<file path="src/rtl/c17_fault_sequencer.sv">
// Fault-simulation sequencer for an external ISCAS c17: records golden responses, then replays all 32 patterns per fault.
// Optional macro C17_FSIM_DROP_EN: after a fault's first detection, skip the rest of its patterns.
module c17_fault_sequencer #(
   parameter int unsigned SETTLE_CYC = 1
) (
   input  logic       clk,
   input  logic       rst,
   input  logic       start,
   output logic [4:0] pat,
   output logic [5:0] opcode,
   input  logic       n22,
   input  logic       n23,
   output logic       det_valid,
   input  logic       det_ready,
   output logic [5:0] det_opcode,
   output logic [4:0] det_pat,
   output logic       det_n22,
   output logic       det_n23,
   output logic       busy,
   output logic       done,
   output logic [4:0] undetected_cnt
);

`ifdef C17_FSIM_DROP_EN
   localparam bit DROP_EN = 1'b1;
`else
   localparam bit DROP_EN = 1'b0;
`endif

   localparam logic [3:0] SETTLE_LAST = 4'(SETTLE_CYC - 1);
   localparam logic [4:0] LAST_FAULT  = 5'd21;
   localparam logic [4:0] NUM_FAULTS  = 5'd22;

   typedef enum logic [2:0] {IDLE, GOLD, FAULT, EMIT, FIN} state_t;

   function automatic logic [5:0] fault_opcode(input logic [4:0] idx);
      case (idx)
         5'd0:    return 6'h03;
         5'd1:    return 6'h11;
         5'd2:    return 6'h13;
         5'd3:    return 6'h07;
         5'd4:    return 6'h06;
         5'd5:    return 6'h0D;
         5'd6:    return 6'h05;
         5'd7:    return 6'h0F;
         5'd8:    return 6'h15;
         5'd9:    return 6'h29;
         5'd10:   return 6'h21;
         5'd11:   return 6'h20;
         5'd12:   return 6'h27;
         5'd13:   return 6'h2B;
         5'd14:   return 6'h2D;
         5'd15:   return 6'h2C;
         5'd16:   return 6'h2F;
         5'd17:   return 6'h2E;
         5'd18:   return 6'h17;
         5'd19:   return 6'h16;
         5'd20:   return 6'h1D;
         5'd21:   return 6'h1F;
         default: return 6'h00;
      endcase
   endfunction

   state_t          state_q;
   logic [4:0]      pat_q;
   logic [5:0]      opcode_q;
   logic [4:0]      f_q;
   logic [3:0]      cnt_q;
   logic            det_seen_q;
   logic [31:0][1:0] golden_q;
   logic            det_valid_q;
   logic [5:0]      det_opcode_q;
   logic [4:0]      det_pat_q;
   logic            det_n22_q;
   logic            det_n23_q;
   logic            busy_q;
   logic            done_q;
   logic [4:0]      undet_q;

   logic [1:0]      sample;
   logic            settle_last;
   logic            pat_wrap;
   state_t          adv_state_d;
   logic [4:0]      adv_pat_d;
   logic [4:0]      adv_f_d;
   logic [5:0]      adv_opcode_d;
   logic            adv_new_fault;

   assign sample      = {n22, n23};
   assign settle_last = (cnt_q == SETTLE_LAST);
   // In drop mode a handshake in EMIT ends the fault just like finishing pattern 31.
   assign pat_wrap    = (pat_q == 5'd31) || (DROP_EN && (state_q == EMIT));

   // Where the campaign goes once the current pattern of the current fault is finished.
   always_comb begin
      adv_state_d   = FAULT;
      adv_pat_d     = pat_q + 5'd1;
      adv_f_d       = f_q;
      adv_opcode_d  = opcode_q;
      adv_new_fault = 1'b0;
      if (pat_wrap) begin
         adv_pat_d = 5'd0;
         if (f_q == LAST_FAULT) begin
            adv_state_d  = FIN;
            adv_f_d      = 5'd0;
            adv_opcode_d = 6'h00;
         end else begin
            adv_f_d       = f_q + 5'd1;
            adv_opcode_d  = fault_opcode(f_q + 5'd1);
            adv_new_fault = 1'b1;
         end
      end
   end

   // NOTE: state is updated with non-blocking assignments so every branch reads pre-edge values.
   always_ff @(posedge clk or posedge rst) begin
      if (rst) begin
         state_q      <= IDLE;
         pat_q        <= '0;
         opcode_q     <= '0;
         f_q          <= '0;
         cnt_q        <= '0;
         det_seen_q   <= 1'b0;
         // NOTE: the golden table is cleared on reset so a campaign never compares against stale data.
         golden_q     <= '0;
         det_valid_q  <= 1'b0;
         det_opcode_q <= '0;
         det_pat_q    <= '0;
         det_n22_q    <= 1'b0;
         det_n23_q    <= 1'b0;
         busy_q       <= 1'b0;
         done_q       <= 1'b0;
         undet_q      <= '0;
      end else begin
         case (state_q)
            IDLE: begin
               done_q <= 1'b0;
               if (start) begin
                  state_q    <= GOLD;
                  pat_q      <= '0;
                  opcode_q   <= '0;
                  f_q        <= '0;
                  cnt_q      <= '0;
                  det_seen_q <= 1'b0;
                  busy_q     <= 1'b1;
                  undet_q    <= '0;
               end
            end
            GOLD: begin
               if (settle_last) begin
                  cnt_q             <= '0;
                  golden_q[pat_q]   <= sample;
                  if (pat_q == 5'd31) begin
                     state_q    <= FAULT;
                     pat_q      <= '0;
                     f_q        <= '0;
                     opcode_q   <= fault_opcode(5'd0);
                     det_seen_q <= 1'b0;
                  end else begin
                     pat_q <= pat_q + 5'd1;
                  end
               end else begin
                  cnt_q <= cnt_q + 4'd1;
               end
            end
            FAULT: begin
               if (settle_last) begin
                  cnt_q <= '0;
                  if (sample != golden_q[pat_q]) begin
                     state_q      <= EMIT;
                     det_valid_q  <= 1'b1;
                     det_opcode_q <= opcode_q;
                     det_pat_q    <= pat_q;
                     det_n22_q    <= n22;
                     det_n23_q    <= n23;
                     det_seen_q   <= 1'b1;
                  end else begin
                     if (pat_wrap && !det_seen_q && (undet_q != NUM_FAULTS))
                        undet_q <= undet_q + 5'd1;
                     state_q  <= adv_state_d;
                     pat_q    <= adv_pat_d;
                     f_q      <= adv_f_d;
                     opcode_q <= adv_opcode_d;
                     if (adv_new_fault) det_seen_q <= 1'b0;
                  end
               end else begin
                  cnt_q <= cnt_q + 4'd1;
               end
            end
            EMIT: begin
               // Pattern and opcode stay frozen until the record is accepted.
               if (det_ready) begin
                  det_valid_q <= 1'b0;
                  state_q     <= adv_state_d;
                  pat_q       <= adv_pat_d;
                  f_q         <= adv_f_d;
                  opcode_q    <= adv_opcode_d;
                  if (adv_new_fault) det_seen_q <= 1'b0;
               end
            end
            FIN: begin
               state_q <= IDLE;
               busy_q  <= 1'b0;
               done_q  <= 1'b1;
            end
            default: state_q <= IDLE;
         endcase
      end
   end

   assign pat            = pat_q;
   assign opcode         = opcode_q;
   assign det_valid      = det_valid_q;
   assign det_opcode     = det_opcode_q;
   assign det_pat        = det_pat_q;
   assign det_n22        = det_n22_q;
   assign det_n23        = det_n23_q;
   assign busy           = busy_q;
   assign done           = done_q;
   assign undetected_cnt = undet_q;

endmodule

</file>
<file path="config.mk">
export PLATFORM = sky130hd
export DESIGN_NAME = c17_fault_sequencer
export DESIGN_NICKNAME = d
export VERILOG_FILES = /design/src/rtl/c17_fault_sequencer.sv
export SDC_FILE = /design/constraint.sdc
export NUM_CORES = 1
export LEC_CHECK = 0
export ABC_AREA = 1
export CORE_MARGIN = 2
export CORE_UTILIZATION = 65
export CTS_BUF_LIST = sky130_fd_sc_hd__clkbuf_8
export DETAILED_ROUTE_END_ITERATION = 8
export PLACE_DENSITY = 0.88
export SYNTH_ARGS = -nofsm -noshare
export SYNTH_HDL_FRONTEND = slang
export SYNTH_SLANG_ARGS = --single-unit
</file>
<file path="constraint.sdc">
create_clock -name clk -period 10.3 [get_ports clk]
set_input_delay 3.09 -clock clk [delete_from_list [all_inputs] [get_ports clk]]
set_output_delay 3.09 -clock clk [all_outputs]
set_load 0.05 [all_outputs]
</file>
# --- Word level (Yosys, flattened, before mapping) ---
# Memory sizes are Yosys's and may differ from the RTL's.
# Cells that the tools add are included.
word_totals:
  regBits: 109
  rom_bits: 192
  input_bits: 6
  out_inout_bits: 32
  n_memories: 1
op_classes:
  add_sub_neg: 4
  order_cmp: 2
  eq_ne: 16
  mux: 62
  n_reduce_logical: 22
mem_list:
  columns: ["name", "depth", "width", "read_ports", "rd_ports_with_merged_regs", "wr", "line_no", "source"]
  rows:
  - ["(name not given)", 32, 6, 1, 0, 0, "37", "case (idx)"]
op_table:
  columns: ["op", "n"]
  rows:
  - ["2-to-1 mux 5 bit", 16]
  - ["bitwise mux 64 bit", 1]
  - ["2-to-1 mux 6 bit", 8]
  - ["case mux 5 bit (4 select lines)", 2]
  - ["2-to-1 mux 3 bit", 8]
  - ["case mux 6 bit (4 select lines)", 1]
  - ["!= test 2 bit, second input constant", 8]
  - ["adder 5 x 1 -> 5 bit, second input constant", 3]
  - ["2-to-1 mux 1 bit", 13]
  - ["case mux 3 bit (4 select lines)", 1]
  - ["AND reduction 6 bit", 2]
  - ["binary-select mux 2 bit (select 5 bit)", 1]
  - ["demux 2 bit (select 5 bit)", 1]
  - ["equality test 5 bit, second input constant", 2]
  - ["case mux 5 bit (2 select lines)", 1]
  - ["AND reduction 5 bit", 2]
  - ["2-to-1 mux 4 bit", 2]
  - ["case mux 4 bit (2 select lines)", 1]
  - ["nonzero test 2 bit", 4]
  - ["AND reduction 7 bit", 1]
  - ["equality test 3 x 2 -> 1 bit, second input constant", 2]
  - ["< comparator 5 x 6 -> 1 bit, second input constant", 1]
  - ["case mux 1 bit (2 select lines)", 3]
  - ["AND reduction 2 bit", 3]
  - ["other kinds (16)", 19]

# --- Depth between registers and ports, before layout ---
depth:
  ltp_word: 7
  ltp_mapped: 18
  mapped_depth_nobuf: 16

# --- Least setup slack after synthesis ---
# No wires, ideal clock.
synth_timing:
  path_type: "input-to-reg"
  from: "input det_ready"
  to: "register opcode_q[0] (netlist: opcode[0])"
  setup_ns: 0.119
  arrival_time_ns: 3.956
  t_required_ns: 10.181
  path_slack_ns: 6.225
  cell_stages: 8
  path_buffers: 1
  cell_sequence: "o22ai_1 -> nor2_1 -> o21ai_0 -> nor2_2 -> nand3_4 -> buf_6 -> nand2_1 -> nand2_1"
synth_via:
  elab_chain_len: 2
synth_rtl:
  columns: ["element", "line_no", "source"]
  rows:
  - ["start: declaration", "14", "input logic det_ready,"]
  - ["!= test 2 bit (no line)", null, null]
  - ["AND reduction 7 bit (no line)", null, null]
  - ["end signal: assignment", "157", "opcode_q <= fault_opcode(5'd0);"]
  - ["end signal: assignment", "183", "opcode_q <= adv_opcode_d;"]
  - ["end signal: assignment", "197", "opcode_q <= adv_opcode_d;"]
  - ["end: declaration", "66", "logic [5:0] opcode_q;"]
# Every way passes these cells.
# A chain may end at the register's enable or synchronous reset.

# --- Worst setup path after layout ---
layout_timing:
  from: "register pat_q[1] (netlist: pat[1])"
  to: "output pat[1]"
layout_rtl:
  columns: ["element", "line_no", "source"]
  rows:
  - ["start: declaration", "65", "logic [4:0] pat_q;"]
  - ["start signal: assignment", "160", "pat_q <= pat_q + 5'd1;"]
  - ["start signal: assignment", "181", "pat_q <= adv_pat_d;"]
  - ["start signal: assignment", "195", "pat_q <= adv_pat_d;"]
  - ["end: declaration", "9", "output logic [4:0] pat,"]
# No word-level cell between the ends.

==> flow_metrics.env <==
export IMPL_status="finished, final reports clean"
export IMPL_fin_worst_skew_ns=0.0149
export IMPL_cts_sinks=109
export IMPL_drt_iter0_markers=349
export IMPL_clkTransAtPathRegs_ns=0.10
export IMPL_wire_per_inst_um=14.4
export IMPL_powerDensity_mw_per_mm2=276
export IMPL_cts_resized_gates=0
export IMPL_postCtsSetupBuffers=0
export IMPL_worstSkewPairLatency_ns=0.37
export IMPL_syn_area_per_cell_um2=7.42
export IMPL_drc=0
export IMPL_dieArea_mm2=0.00989
export IMPL_antenna_left=0
export IMPL_p_total_uw=1790
export IMPL_dpl_cell_count=920
export IMPL_worstPathCellList="clkdlybuf4s50_1"
export IMPL_final_common_cell="nand2_1"
export IMPL_setup_tns_ns=0
export IMPL_grt_pass1_vias=5070
export IMPL_hold_end="golden_q[45]"
export IMPL_firstDrtPassIters=5
export IMPL_reg2reg_to="det_n23"
export IMPL_seq_area_frac_synth=0.460
export IMPL_synth_seq_cells=109
export IMPL_max_stage_delay_ns=0.94
export IMPL_synth_main_ff_cell="dfrtp_1"
export IMPL_track_usage=0.286
export IMPL_cp_top_family="buffers and inverters"
export IMPL_synthArstFlopShare=1.00
export IMPL_cts_tree="built"
export IMPL_setup_viol=0
export IMPL_cp_depth=1
export IMPL_final_cells=936
export IMPL_final_util=0.741
export IMPL_viasPerCell=5.59
export IMPL_path_max_fanout=21
export IMPL_hp_class="reg -> reg"
export IMPL_hold_viol=0
export IMPL_worst_r2r_path_depth=13
export IMPL_grt_start_max_net_pins=87
export IMPL_cap_violations=0
export IMPL_hold_buffers=0
export IMPL_antenna_found_initial=0
export IMPL_path_class="reg -> out"
export IMPL_end_kind="output port"
export IMPL_gp_congestion=0.837
export IMPL_rsz0062_at_grt="no"
export IMPL_arrival_ns=2.22
export IMPL_die_w_um=99.5
export IMPL_grt_first_pass_wirelength_mm=22.8
export IMPL_n_fill_cell=705
export IMPL_grt_overflow_total=0
export IMPL_r2r_start="pat[1]"
export IMPL_dr_total_vias=5228
export IMPL_period_minus_slack_ns=5.31
export IMPL_synthToLayoutAreaGrowth_pct=9.70
export IMPL_routed_wl_mm=13.4
export IMPL_fmax_ghz=0.188
export IMPL_leakage_uw=0.00356
export IMPL_yosysWarnings=0
export IMPL_root_buffer="clkbuf_8"
export IMPL_crit_path_top_delay_cell="clkdlybuf4s50_1"
export IMPL_num_io_pins=38
export IMPL_cts_max_path_buffers=2
export IMPL_core_mm2=0.00876
export IMPL_drive_above_1_share=0.0519
export IMPL_slew_viol_final=0
export IMPL_path_buf_inv=1
export IMPL_placementRows=34
export IMPL_reg2reg_slack_ns=7.38
export IMPL_postSynthCellCount=798
export IMPL_final_nets=846
export IMPL_cts_inserted_buffers=9
export IMPL_final_cell_mix="nand2_1, dfrtp_1, inv_1, o21ai_0"
export IMPL_yosysUniqueCellTypes=30
export IMPL_die_h_um=99.5
export IMPL_vdd_drop_max_v=0.000239
export IMPL_synth_area_mm2=0.00592
export IMPL_place_hpwl_mm=9.12
export IMPL_synth_edf_count=0
export IMPL_antenna_cells=0
export IMPL_max_slew_margin=0.277
export IMPL_initial_core_util=0.676
export IMPL_io_buffers=37
export IMPL_min_from="golden_q[45]"
export IMPL_hold_depth=2
export IMPL_cp_start_kind="flop"
export IMPL_post_route_period_util=0.515
export IMPL_synth_net_count=821
export IMPL_worstMarginPinSlew_ns=1.08
export IMPL_h_tree_depth=3
export IMPL_crit_required_ns=7.21
-- how the worst max path moves through the flow --
stage	from	endpoint	slack [ns]
CTS	pat[1]	pat[1]	5.01
detailed placement	n23	opcode[2]	4.99
global placement	n23	opcode[1]	5.05
floorplan	rst	busy	4.34
finish	pat[1]	pat[1]	4.99
global route	pat[1]	pat[1]	4.93
-- cells in the mapped netlist (7+ instances only) --
library cell  number  area (um2)
nor2_1            41         154
o21ai_0           90         450
nand4_1           13        81.3
ha_1              17         213
nand2_1          293        1100
a21oi_1           10        50.1
nor3_1             7        35.0
nand3_1           41         205
buf_2              7        35.0
inv_1             97         364
clkbuf_1           7        26.3
o21ai_1           18        90.1
dfrtp_1          109        2730
-- metal layers --
| metal | vias to the layer above | GRT usage | wire length (um) |
|---|---|---|---|
| li1 | 2556 | - | - |
| met1 | 2474 | 0.375 | 5640 |
| met2 | 174 | 0.475 | 6690 |
| met3 | 24 | 0.0555 | 853 |
| met4 | 0 | 0.110 | 270 |
| met5 | - | 0 | 0 |
-- logic make-up (layout without fill, tap and decap cells) --
| kind of cell | count (synthesis) | after routing | synth area share |
|---|---|---|---|
| buf+inv | 128 | 158 | 0.0944 |
| simple gates | 413 | 413 | 0.292 |
| xor+xnor | 7 | 7 | 0.0104 |
| compound gates | 124 | 124 | 0.107 |
| fa+ha+maj | 17 | 17 | 0.0359 |
| flops | 109 | 109 | 0.460 |
-- cell type report --
type	instances	area, um2	share of cell area
well taps	108	135	0.0208
multi-input cells	561	2640	0.406
repair buffers	39	385	0.0593
clock inverters	6	86.3	0.0133
clock buffers	10	138	0.0212
inverters	103	389	0.0599
flip-flops and latches	109	2730	0.420
-- registers in the layout, indices dropped and copies added (netlist names) --
signal / flops
det_valid: 1
pat: 5
det_pat: 5
undetected_cnt: 5
f_q: 5
cnt_q: 4
golden_q: 64
opcode: 6
det_opcode: 6
det_seen_q: 1
done: 1
det_n22: 1
busy: 1
det_n23: 1
state_q: 3
-- power breakdown --
| group | internal, uW | leakage, uW | switching, uW |
|---|---|---|---|
| Sequential | 529 | 0.00117 | 98.7 |
| Clock | 144 | 0.000118 | 144 |
| Combinational | 269 | 0.00227 | 609 |
| Total | 942 | 0.00356 | 852 |
-- per-stage QoR --
step	setup WS, ns	area [um2]	hold slack [ns]
floorplan	4.34	5920	0.453
detailed placement	4.99	6270	0.473
finish	4.99	6500	0.492
global placement	5.05	6270	0.466
CTS	5.01	6500	0.496
global route	4.93	6500	0.514
Note: power is estimated with default switching activity, not from simulation.
